--- src/rtl/keypad_scanner.sv ---
// Matrix keypad scanner: walks one active-low column, debounces press/release on scan ticks, emits one code per press.
// Latency: key_valid rises 1 clk after the DEBOUNCE-th tick seen on the pressed key's column.
// Backpressure: single-entry output; a press arriving while key_valid && !key_ready is dropped and sets sticky overrun.
module keypad_scanner #(
    parameter int ROWS     = 4,
    parameter int COLS     = 4,
    parameter int SCAN_DIV = 1000,
    parameter int DEBOUNCE = 8,
    localparam int CODE_W  = (ROWS * COLS > 1) ? $clog2(ROWS * COLS) : 1
) (
    input  logic              clk,
    input  logic              rst_n,
    input  logic [ROWS-1:0]   row_i,
    output logic [COLS-1:0]   col_o,
    output logic [CODE_W-1:0] key_code,
    output logic              key_valid,
    input  logic              key_ready,
    output logic              key_held,
    output logic              overrun,
    input  logic              overrun_clr
);

    localparam int DIV_W = $clog2(SCAN_DIV);
    localparam int COL_W = (COLS > 1) ? $clog2(COLS) : 1;
    localparam int ROW_W = (ROWS > 1) ? $clog2(ROWS) : 1;
    localparam int CNT_W = $clog2(DEBOUNCE + 1);
    localparam logic [CNT_W-1:0] DEB_LAST = CNT_W'(DEBOUNCE - 1);
    localparam logic [DIV_W-1:0] DIV_LAST = DIV_W'(SCAN_DIV - 1);

    typedef enum logic [1:0] {S_SCAN, S_DEBNC, S_PRESSED} state_t;

    state_t            state;
    logic [ROWS-1:0]   row_m;
    logic [ROWS-1:0]   row_s;
    logic [DIV_W-1:0]  div_cnt;
    logic              tick;
    logic [COL_W-1:0]  col_idx;
    logic [COL_W-1:0]  col_nxt;
    logic [CNT_W-1:0]  cnt;
    logic [CNT_W-1:0]  rel_cnt;
    logic [CODE_W-1:0] cand;
    logic [CODE_W-1:0] code;
    logic [ROW_W-1:0]  hit_row;
    logic              hit;
    logic              emit;

    // Rows are asynchronous to clk; idle (pulled-up) value is all ones.
    always_ff @(posedge clk or negedge rst_n) begin
        if (!rst_n) begin
            row_m   <= '1;
            row_s   <= '1;
            div_cnt <= '0;
        end else begin
            row_m   <= row_i;
            row_s   <= row_m;
            div_cnt <= (div_cnt == DIV_LAST) ? '0 : div_cnt + 1'b1;
        end
    end

    assign tick = (div_cnt == DIV_LAST);
    assign hit  = ~&row_s;

    always_comb begin
        hit_row = '0;
        for (int r = ROWS - 1; r >= 0; r--) begin
            if (!row_s[r]) hit_row = ROW_W'(r);
        end
    end

    assign code    = CODE_W'(int'(hit_row) * COLS + int'(col_idx));
    assign col_nxt = (col_idx == COL_W'(COLS - 1)) ? '0 : col_idx + 1'b1;

    always_comb begin
        emit = 1'b0;
        if (tick && hit) begin
            case (state)
                S_SCAN:  emit = (DEBOUNCE == 1);
                S_DEBNC: emit = (code == cand) && (cnt == DEB_LAST);
                default: emit = 1'b0;
            endcase
        end
    end

    always_ff @(posedge clk or negedge rst_n) begin
        if (!rst_n) begin
            state    <= S_SCAN;
            col_idx  <= '0;
            col_o    <= ~(COLS'(1));
            cand     <= '0;
            cnt      <= '0;
            rel_cnt  <= '0;
            key_held <= 1'b0;
        end else if (tick) begin
            case (state)
                S_SCAN: begin
                    if (hit) begin
                        cand <= code;
                        if (DEBOUNCE == 1) begin
                            state    <= S_PRESSED;
                            key_held <= 1'b1;
                            rel_cnt  <= '0;
                        end else begin
                            state <= S_DEBNC;
                            cnt   <= CNT_W'(1);
                        end
                    end else begin
                        col_idx <= col_nxt;
                        col_o   <= ~(COLS'(1) << col_nxt);
                    end
                end
                S_DEBNC: begin
                    if (hit && code == cand) begin
                        if (cnt == DEB_LAST) begin
                            state    <= S_PRESSED;
                            key_held <= 1'b1;
                            rel_cnt  <= '0;
                        end else begin
                            cnt <= cnt + 1'b1;
                        end
                    end else begin
                        state   <= S_SCAN;
                        col_idx <= col_nxt;
                        col_o   <= ~(COLS'(1) << col_nxt);
                    end
                end
                S_PRESSED: begin
                    // Any row low on the frozen column counts as still held.
                    if (hit) begin
                        rel_cnt <= '0;
                    end else if (rel_cnt == DEB_LAST) begin
                        state    <= S_SCAN;
                        key_held <= 1'b0;
                        col_idx  <= col_nxt;
                        col_o    <= ~(COLS'(1) << col_nxt);
                    end else begin
                        rel_cnt <= rel_cnt + 1'b1;
                    end
                end
                default: state <= S_SCAN;
            endcase
        end
    end

    always_ff @(posedge clk or negedge rst_n) begin
        if (!rst_n) begin
            key_code  <= '0;
            key_valid <= 1'b0;
            overrun   <= 1'b0;
        end else begin
            if (emit) begin
                if (!key_valid || key_ready) begin
                    key_code  <= code;
                    key_valid <= 1'b1;
                end
            end else if (key_valid && key_ready) begin
                key_valid <= 1'b0;
            end
            // A drop in the same cycle as a clear leaves overrun set.
            if (emit && key_valid && !key_ready) begin
                overrun <= 1'b1;
            end else if (overrun_clr) begin
                overrun <= 1'b0;
            end
        end
    end

endmodule

--- config.mk ---
export PLATFORM = sky130hd
export DESIGN_NAME = keypad_scanner
export DESIGN_NICKNAME = d
export VERILOG_FILES = /design/src/rtl/keypad_scanner.sv
export SDC_FILE = /design/constraint.sdc
export NUM_CORES = 1
export LEC_CHECK = 0
export ABC_AREA = 0
export ABC_CLOCK_PERIOD_IN_PS = 2050
export CAP_MARGIN = 30
export CORE_ASPECT_RATIO = 1.2
export CORE_MARGIN = 2
export CORE_UTILIZATION = 30
export DETAILED_ROUTE_END_ITERATION = 8
export SLEW_MARGIN = 5
export SYNTH_ARGS = -nofsm -noshare
export SYNTH_HDL_FRONTEND = slang
export SYNTH_SLANG_ARGS = --single-unit
--- constraint.sdc ---
create_clock -name clk -period 2.05 [get_ports clk]
set_input_delay 0.3075 -clock clk [delete_from_list [all_inputs] [get_ports clk]]
set_output_delay 0.3075 -clock clk [all_outputs]
set_load 0.005 [all_outputs]
======== Word-level counts from Yosys, hierarchy flattened ========
Cells that the tools add are included.
storage, ports and cells
  register bits after elaboration ......... 45
  bits of input ports ..................... 8
  output and inout port bits .............. 11
  logic and storage cells ................. 107
operators by class
  $add $sub $neg .......................... 5
  eq/ne operators ......................... 18
  shift operators ......................... 1
  multiplexer cells ....................... 43
  bitwise logic cells ..................... 2
  reduce and logical (&&, ||, !) cells .... 25
operators by type and width
  kind                                             number
  2-to-1 mux 4 bit                                 11
  2-to-1 mux 2 bit                                 14
  != test 2 bit, second input constant             8
  case mux 4 bit (2 select lines)                  2
  AND reduction 5 bit                              3
  case mux 2 bit (3 select lines)                  2
  case mux 4 bit (3 select lines)                  1
  AND reduction 6 bit                              2
  2-to-1 mux 1 bit                                 11
  adder 10 x 1 -> 10 bit, second input constant    1
  == test 10 bit, second input constant            1
  2-to-1 mux 10 bit                                1
  adder 4 x 1 -> 4 bit, second input constant      2
  == test 4 x 3 -> 1 bit, second input constant    2
  nonzero test 2 bit                               4
  logical AND 1 bit                                6
  != test 3 bit, second input constant             2
  adder 4 x 2 -> 4 bit                             1
  == test 2 bit, second input constant             2
  == test 4 bit                                    1
  inverter 4 bit                                   1
  AND reduction 2 bit                              2
  AND reduction 4 bit                              1
  left shift 1 x 2 -> 4 bit, first input constant  1
  10 further kinds                                 12

======== Longest topological paths before layout ========
  depth after elaboration ................. 12
  depth in mapped cells ................... 9
  mapped depth without buffers ............ 7

======== Least setup slack after synthesis ========
OpenSTA, ideal clock, no wires.
  path kind ............................... reg2reg
  from .................................... register div_cnt[0]
  to ...................................... register cnt[1]
  library setup time ...................... 0.074 ns
  arrival ................................. 2.009 ns
  required time ........................... 1.976 ns
  setup slack ............................. -0.033 ns
  stages on the path, launching flop included .. 8
  path buffers ............................ 1
  clock period less this slack ............ 2.083 ns
  cell sequence ........................... dfrtp_1 > ha_1 > nand2_1 > or3_1 > buf_6 > or3_4 > o41a_1 > o21ai_2
on the way
  word-level cells in the longest chain between the ends .. 2
RTL lines
  what                                  line  text
  start, declared                       35    logic [DIV_W-1:0] div_cnt;
  start signal, assigned                56    div_cnt <= (div_cnt == DIV_LAST) ? '0 : div_cnt + 1'b1;
  == test 10 bit                        60    assign tick = (div_cnt == DIV_LAST);
  AND reduction 5 bit (no source line)  --
  end signal, assigned                  118   cnt <= cnt + 1'b1;
  end, declared                         39    logic [CNT_W-1:0] cnt;
Every way passes these cells.
A chain may end at the register's enable or synchronous reset.

======== Final worst setup path ========
  from .................................... register row_s[0]
  to ...................................... register key_code[3]
on the way
  word-level cells in the longest chain between the ends .. 7
  elaborated cells between the ends (all ways) .. 10
  those cells by class .................... add/sub: 1; eq/ne: 1; mux: 3; reduce/logical: 5
RTL lines
  what                                  line  text
  start, declared                       34    logic [ROWS-1:0] row_s;
  start signal, assigned                55    row_s <= row_m;
  2-to-1 mux 2 bit                      66    if (!row_s[r]) hit_row = ROW_W'(r);
  adder 4 x 2 -> 4 bit                  70    assign code = CODE_W'(int'(hit_row) * COLS + int'(col_idx));
  == test 4 bit                         78    S_DEBNC: emit = (code == cand) && (cnt == DEB_LAST);
  logical AND 1 bit                     78
  2-to-1 mux 1 bit                      76    case (state)
  2-to-1 mux 1 bit                      75    if (tick && hit) begin
  AND reduction 2 bit (no source line)  --
  end signal, assigned                  152   key_code <= code;
  end, declared                         15    output logic [CODE_W-1:0] key_code,
Parallel ways exist; a longest one is shown, timed or not.

==> flow_metrics.env <==
export IMPL_track_usage_pct=11.9
export IMPL_peakVddDrop_uv=510
export IMPL_clockPowerShare_pct=41.7
export IMPL_dr_pass1_iters=4
export IMPL_synthArstFlopShare_pct=100
export IMPL_synth_flop_cell="dfrtp_1"
export IMPL_cts_root_buf="clkbuf_8"
export IMPL_grt_max_degree=25
export IMPL_synth_edff_count=0
export IMPL_fin_nets=276
export IMPL_placed_cells=342
export IMPL_hold_viol_final=0
export IMPL_rsz0062_at_grt="true"
export IMPL_die_area_mm2=0.00795
export IMPL_hold_path_class="reg -> reg"
export IMPL_grt_antenna_before_repair=0
export IMPL_cp_end_kind="register"
export IMPL_crit_path_start_kind="register"
export IMPL_sw_frac_of_total_pct=20.5
export IMPL_cts_tree="done"
export IMPL_cts_htree_levels=2
export IMPL_design_area_mm2=0.00287
export IMPL_cts_max_path_buffers=2
export IMPL_fin_cells=352
export IMPL_synth_top_cell_area_share_pct=39.1
export IMPL_setup_viol=0
export IMPL_layout_setup_ws_ps=73.5
export IMPL_cts_buffers_inserted=5
export IMPL_combPwrFrac_pct=4.1
export IMPL_clkLatencyLatePin_ps=300
export IMPL_ys_seq_elements=45
export IMPL_r2r_slack_ps=70
export IMPL_die_w_um=81.7
export IMPL_ios=19
export IMPL_port_buffers=18
export IMPL_power_density_mw_per_mm2=583
export IMPL_arrival_ps=2160
export IMPL_period_minus_slack_ps=1980
export IMPL_tightestPinTransition_ps=496
export IMPL_drtIter0Drc=55
export IMPL_core_rowCount=34
export IMPL_grt_ovfl_total=0
export IMPL_area_delta_synth_final_pct=32.0
export IMPL_ys_warn_count=0
export IMPL_synth_most_common_cell="dfrtp_1"
export IMPL_route_detailed_drc=0
export IMPL_leakagePower_uw=0.00127
export IMPL_drive_above_1_share_pct=28.2
export IMPL_drt_total_wl_mm=4.32
export IMPL_synth_area_leaders="dfrtp_1 (39%), dfstp_2 (13%), ha_1 (4.0%)"
export IMPL_avgSynthCellArea_um2=10.5
export IMPL_fp_coreArea_mm2=0.00715
export IMPL_grt_pass1_vias=1673
export IMPL_path_max_fanout=6
export IMPL_ys_seq_area_share_pct=52.4
export IMPL_maxCapViolations=0
export IMPL_wl_per_cell_um=12.3
export IMPL_start_util_pct=30.4
export IMPL_clk_pin_slew_ps=80
export IMPL_ys_types=43
export IMPL_p_int_uw=1330
export IMPL_n_fill_cell=704
export IMPL_syn_cell_area_mm2=0.00217
export IMPL_syn_inst=208
export IMPL_relSlewSlack_pct=66.9
export IMPL_crit_required_ps=2230
export IMPL_slew_viol_final=0
export IMPL_skew_ps=7.69
export IMPL_criticalPathCategory="reg -> reg"
export IMPL_post_place_ws_ps=-22.1
export IMPL_finalPower_uw=1670
export IMPL_status="completed"
export IMPL_fmax_ghz=0.506
export IMPL_via_count=1681
export IMPL_synthesis_nets=223
export IMPL_avgViaCountPerCell=4.78
export IMPL_power_switching_uw=342
export IMPL_p_seq_share_pct=54.2
export IMPL_ant_nets=0
export IMPL_fp_dieH_um=97.3
export IMPL_place_gp_congestion=0.770
export IMPL_grt_pass1_wl_mm=7.47
export IMPL_dpl_hpwl_mm=3.28
export IMPL_fin_crit_sh_pct=96.4
export IMPL_clock_sinks=45
export IMPL_synth_area_leader_cell="dfrtp_1"
export IMPL_netlist_top_cells_count="dfrtp_1 (34), nand2_1 (22), nor2_1 (17), o21ai_0 (14), nand3_1 (13)"
export IMPL_dpl_cell_area_mm2=0.00269
export IMPL_antennaDiodeCount=0
==> what timing repair did <==
item                                    4_1_cts  5_1_grt
endpoints found under the hold margin        11        0
buffers inserted                              0        1
gates cloned                                  0        0
hold buffers                                  1        0
endpoints found under the setup margin        7       14
pin swaps                                     1        4
gates resized for setup                       2       12
==> stage by stage <==
stage / hold slack (ps) / util (%) / setup TNS (ps)
after floorplan: 11.9 / - / 0
after global placement: 299 / 37.6 / 0
after detailed placement: 301 / 37.6 / -82.9
after CTS: 359 / 39.5 / 0
after global routing: 364 / 40.2 / -44.4
final: 359 / 40.2 / 0
==> power by group through the flow <==
| stage | clock [uW] | sequential (uW) | combinational, uW |
|---|---|---|---|
| 6_report | 698 | 907 | 68.6 |
| 5_1_grt | 749 | 909 | 77.8 |
| 2_1_floorplan | 0 | 922 | 20.4 |
| 3_5_place_dp | 0 | 923 | 63.8 |
| 3_3_place_gp | 0 | 923 | 63.5 |
| 4_1_cts | 716 | 907 | 65.5 |
==> cell type report <==
| cell class | count | area (um^2) | area share, % |
|---|---|---|---|
| Clock buffer | 7 | 86.3 | 3.01 |
| Tap cell | 90 | 113 | 3.92 |
| Sequential cell | 45 | 1140 | 39.7 |
| Inverter | 6 | 22.5 | 0.785 |
| Multi-Input combinational cell | 152 | 1040 | 36.3 |
| Clock inverter | 1 | 30.0 | 1.05 |
| Timing Repair Buffer | 51 | 438 | 15.3 |
==> registers in the layout, indices dropped and copies added, names as in the netlist <==
| register | flops |
|---|---|
| cand | 4 |
| div_cnt | 10 |
| state | 2 |
| col_o | 4 |
| key_valid | 1 |
| key_held | 1 |
| key_code | 4 |
| row_s | 4 |
| col_idx | 2 |
| cnt | 4 |
| row_m | 4 |
| rel_cnt | 4 |
| overrun | 1 |
==> cell families (layout without fill, tap and decap cells) <==
| logic type | count (synthesis) | count (layout) | synth area share, % |
|---|---|---|---|
| xor gates and xnor gates | 8 | 8 | 3.22 |
| muxes | 7 | 7 | 3.63 |
| and+or+nand+nor | 85 | 85 | 21.0 |
| AOI/OAI and AO/OA | 45 | 45 | 13.4 |
| adders and majority gates | 7 | 7 | 4.03 |
| DFF | 45 | 45 | 52.4 |
| buffers and inverters | 11 | 65 | 2.30 |
==> cells in the final DEF, fill, tap and decap left out, types with 5 or more instances in the layout <==
master           netlist  layout
buf_4                  0      31
mux2_2                 7       5
clkbuf_8               0       6
inv_1                  6       6
xor2_1                 5       5
o21ai_0               14      12
clkdlybuf4s50_1        0      17
nand3_1               13      12
dfrtp_1               34      34
ha_1                   7       6
nand2b_1               6       6
nand3b_1               5       5
nor2_1                17      17
nand2_1               22      20
a21oi_1                9       9
dfstp_2               11      11
==> per-layer routing <==
layer	share of wire (%)	global-route usage [%]	vias to the layer above
li1	-	-	848
met1	44	15.1	808
met2	53	19.9	21
met3	1.9	2.51	4
met4	1.2	3.46	0
met5	0	0	-
==> final timing paths <==
path                               startpoint                       to  depth (start not counted)
setup reg to reg           row_s[0]$_DFF_PN1_  key_code[3]$_DFFE_PN0P_                          8
max in group asynchronous               rst_n     col_o[1]$_DFFE_PN1P_                          3
hold reg to reg            row_m[2]$_DFF_PN1_       row_s[2]$_DFF_PN1_                          0
setup / recovery           row_s[0]$_DFF_PN1_  key_code[3]$_DFFE_PN0P_                          8
hold / removal             row_m[2]$_DFF_PN1_       row_s[2]$_DFF_PN1_                          0
min in group asynchronous               rst_n     col_o[0]$_DFFE_PN0P_                          2
==> worst max-delay path: stages (launching register included) <==
cell,delay (ps)
dfstp_2,580
nand2_2,80
buf_4,130
or3_1,320
and3_4,170
nand3_4,80
nor4b_4,50
buf_4,160
mux2_4,300
Note: power is estimated with default switching activity, not from simulation.
==> variant (same flow settings) <==
Register the input `key_ready` before use, with the module's reset. The logic sees it one clock later. The other inputs are not delayed to match.
--- a/src/rtl/keypad_scanner.sv
+++ b/src/rtl/keypad_scanner.sv
@@ -29,4 +29,14 @@
 
     typedef enum logic [1:0] {S_SCAN, S_DEBNC, S_PRESSED} state_t;
+
+    logic key_ready_q;
+
+    always_ff @(posedge clk or negedge rst_n) begin
+        if (!rst_n) begin
+            key_ready_q <= '0;
+        end else begin
+            key_ready_q <= key_ready;
+        end
+    end
 
     state_t            state;
@@ -149,13 +159,13 @@
         end else begin
             if (emit) begin
-                if (!key_valid || key_ready) begin
+                if (!key_valid || key_ready_q) begin
                     key_code  <= code;
                     key_valid <= 1'b1;
                 end
-            end else if (key_valid && key_ready) begin
+            end else if (key_valid && key_ready_q) begin
                 key_valid <= 1'b0;
             end
             // A drop in the same cycle as a clear leaves overrun set.
-            if (emit && key_valid && !key_ready) begin
+            if (emit && key_valid && !key_ready_q) begin
                 overrun <= 1'b1;
             end else if (overrun_clr) begin
Formal check against the unedited RTL: no difference found for any inputs over 10 cycles, from zero or initial values and one cycle with rst_n low; that may be too few to reach the edited logic, so the function may still have changed.
==> variant against the original RTL <==
Critical path type unchanged. Largest power group unchanged. Power down 9.0%. Sequential cell count up 1. Worst setup slack better by 0.056 ns. Highest routed layer unchanged. Combinational power down 13%. Cell area down 1.5%. Sequential share of layout area up 1.5 points. Synthesized area up 4.3%. Routed wire length up 1.8%.
==> variant: results (changes against the original RTL) <==
[synth]
synth_area_leaders=dfrtp_1 (39%), dfstp_2 (13%), ha_1 (3.9%)
syn-num-nets=230  ; +3.1%
synth.area.mux_share_pct=5.52  ; +1.9 points
yosys-top-cells-count=dfrtp_1 (35), nand2_1 (22), nor2_1 (14), nand3_1 (12), dfstp_2 (11)
synthCells=215  ; +3.4%
synth_fa_ha_area_share_pct=3.86  ; -0.16 points
synth-compound-area-share_pct=11.8  ; -1.7 points

[finish]
drive_above_1_share_pct=21.4  ; -6.8 points
fin_nets=271  ; -1.8%
nFillCells=722  ; +2.6%

[worst_setup_path]
rr_startpoint=div_cnt[1]$_DFF_PN0_
r2r_end=rel_cnt[3]$_DFFE_PN0P_
worstRegToRegCells=7  ; -1

[global_route]
grt_pass1_wl_um=7650  ; +2.4%
grt_use_met2_pct=18.6  ; -1.3 points
grt_util_met3_pct=2.49  ; -0.020 points
grtUsageTotal_pct=11.2  ; -0.64 points
grt_pass1_vias=1668  ; -0.30%
met1_usage_pct=14.4  ; -0.69 points

[place]
placed_cells=338  ; -1.2%
dpl.hpwl_um=3260  ; -0.63%

[routing]
wirelength_um=4400  ; +1.8%
vias=1755  ; +4.4%
met3WireLength_um=249  ; +210%
via_per_inst=5.06  ; +5.9%

[min_path]
worstHoldEndpoint=row_s[1]$_DFF_PN1_

[pwr]
vdd_drop_max_uv=299  ; -41%
powerDensity_nw_per_um2=539  ; -7.6%
leakagePower_nw=1.21  ; -4.7%

[sta]
fin_crit_ns=1.92  ; -0.0563 ns
skew_ns=0.0112  ; +0.00348 ns
maxSlewHeadroom_pct=66.6  ; -0.33 points

[outcome]
status=complete, no violations

[clock_tree]
cts_resized=0  ; -2

variant: power by group:
| group | internal, W | leakage (nW) | switching, W | total [W] |
|---|---|---|---|---|
| sequential | 0.000923 | 0.587 | 0.00000646 | 0.000929 |
| combinational | 0.0000260 | 0.586 | 0.0000337 | 0.0000598 |
| clock | 0.000241 | 0.0385 | 0.000292 | 0.000533 |
variant: worst max-delay path: stages (launching register included):
cell and delay [ns]:
dfrtp_1 0.39, ha_4 0.16, nand4_4 0.11, nor4_1 0.38, buf_4 0.25, nand2b_1 0.12
nor3_1 0.25, o22ai_1 0.13
variant: area by class of cell:
| class | instances | share of cell area (%) |
|---|---|---|
| sequential | 46 | 41.2 |
| timing repair buffer | 39 | 12.3 |
| tap | 90 | 3.98 |
| inverter | 10 | 1.33 |
| clock inverter | 1 | 0.266 |
| clock buffer | 7 | 2.70 |
| multi-input combinational | 154 | 38.2 |
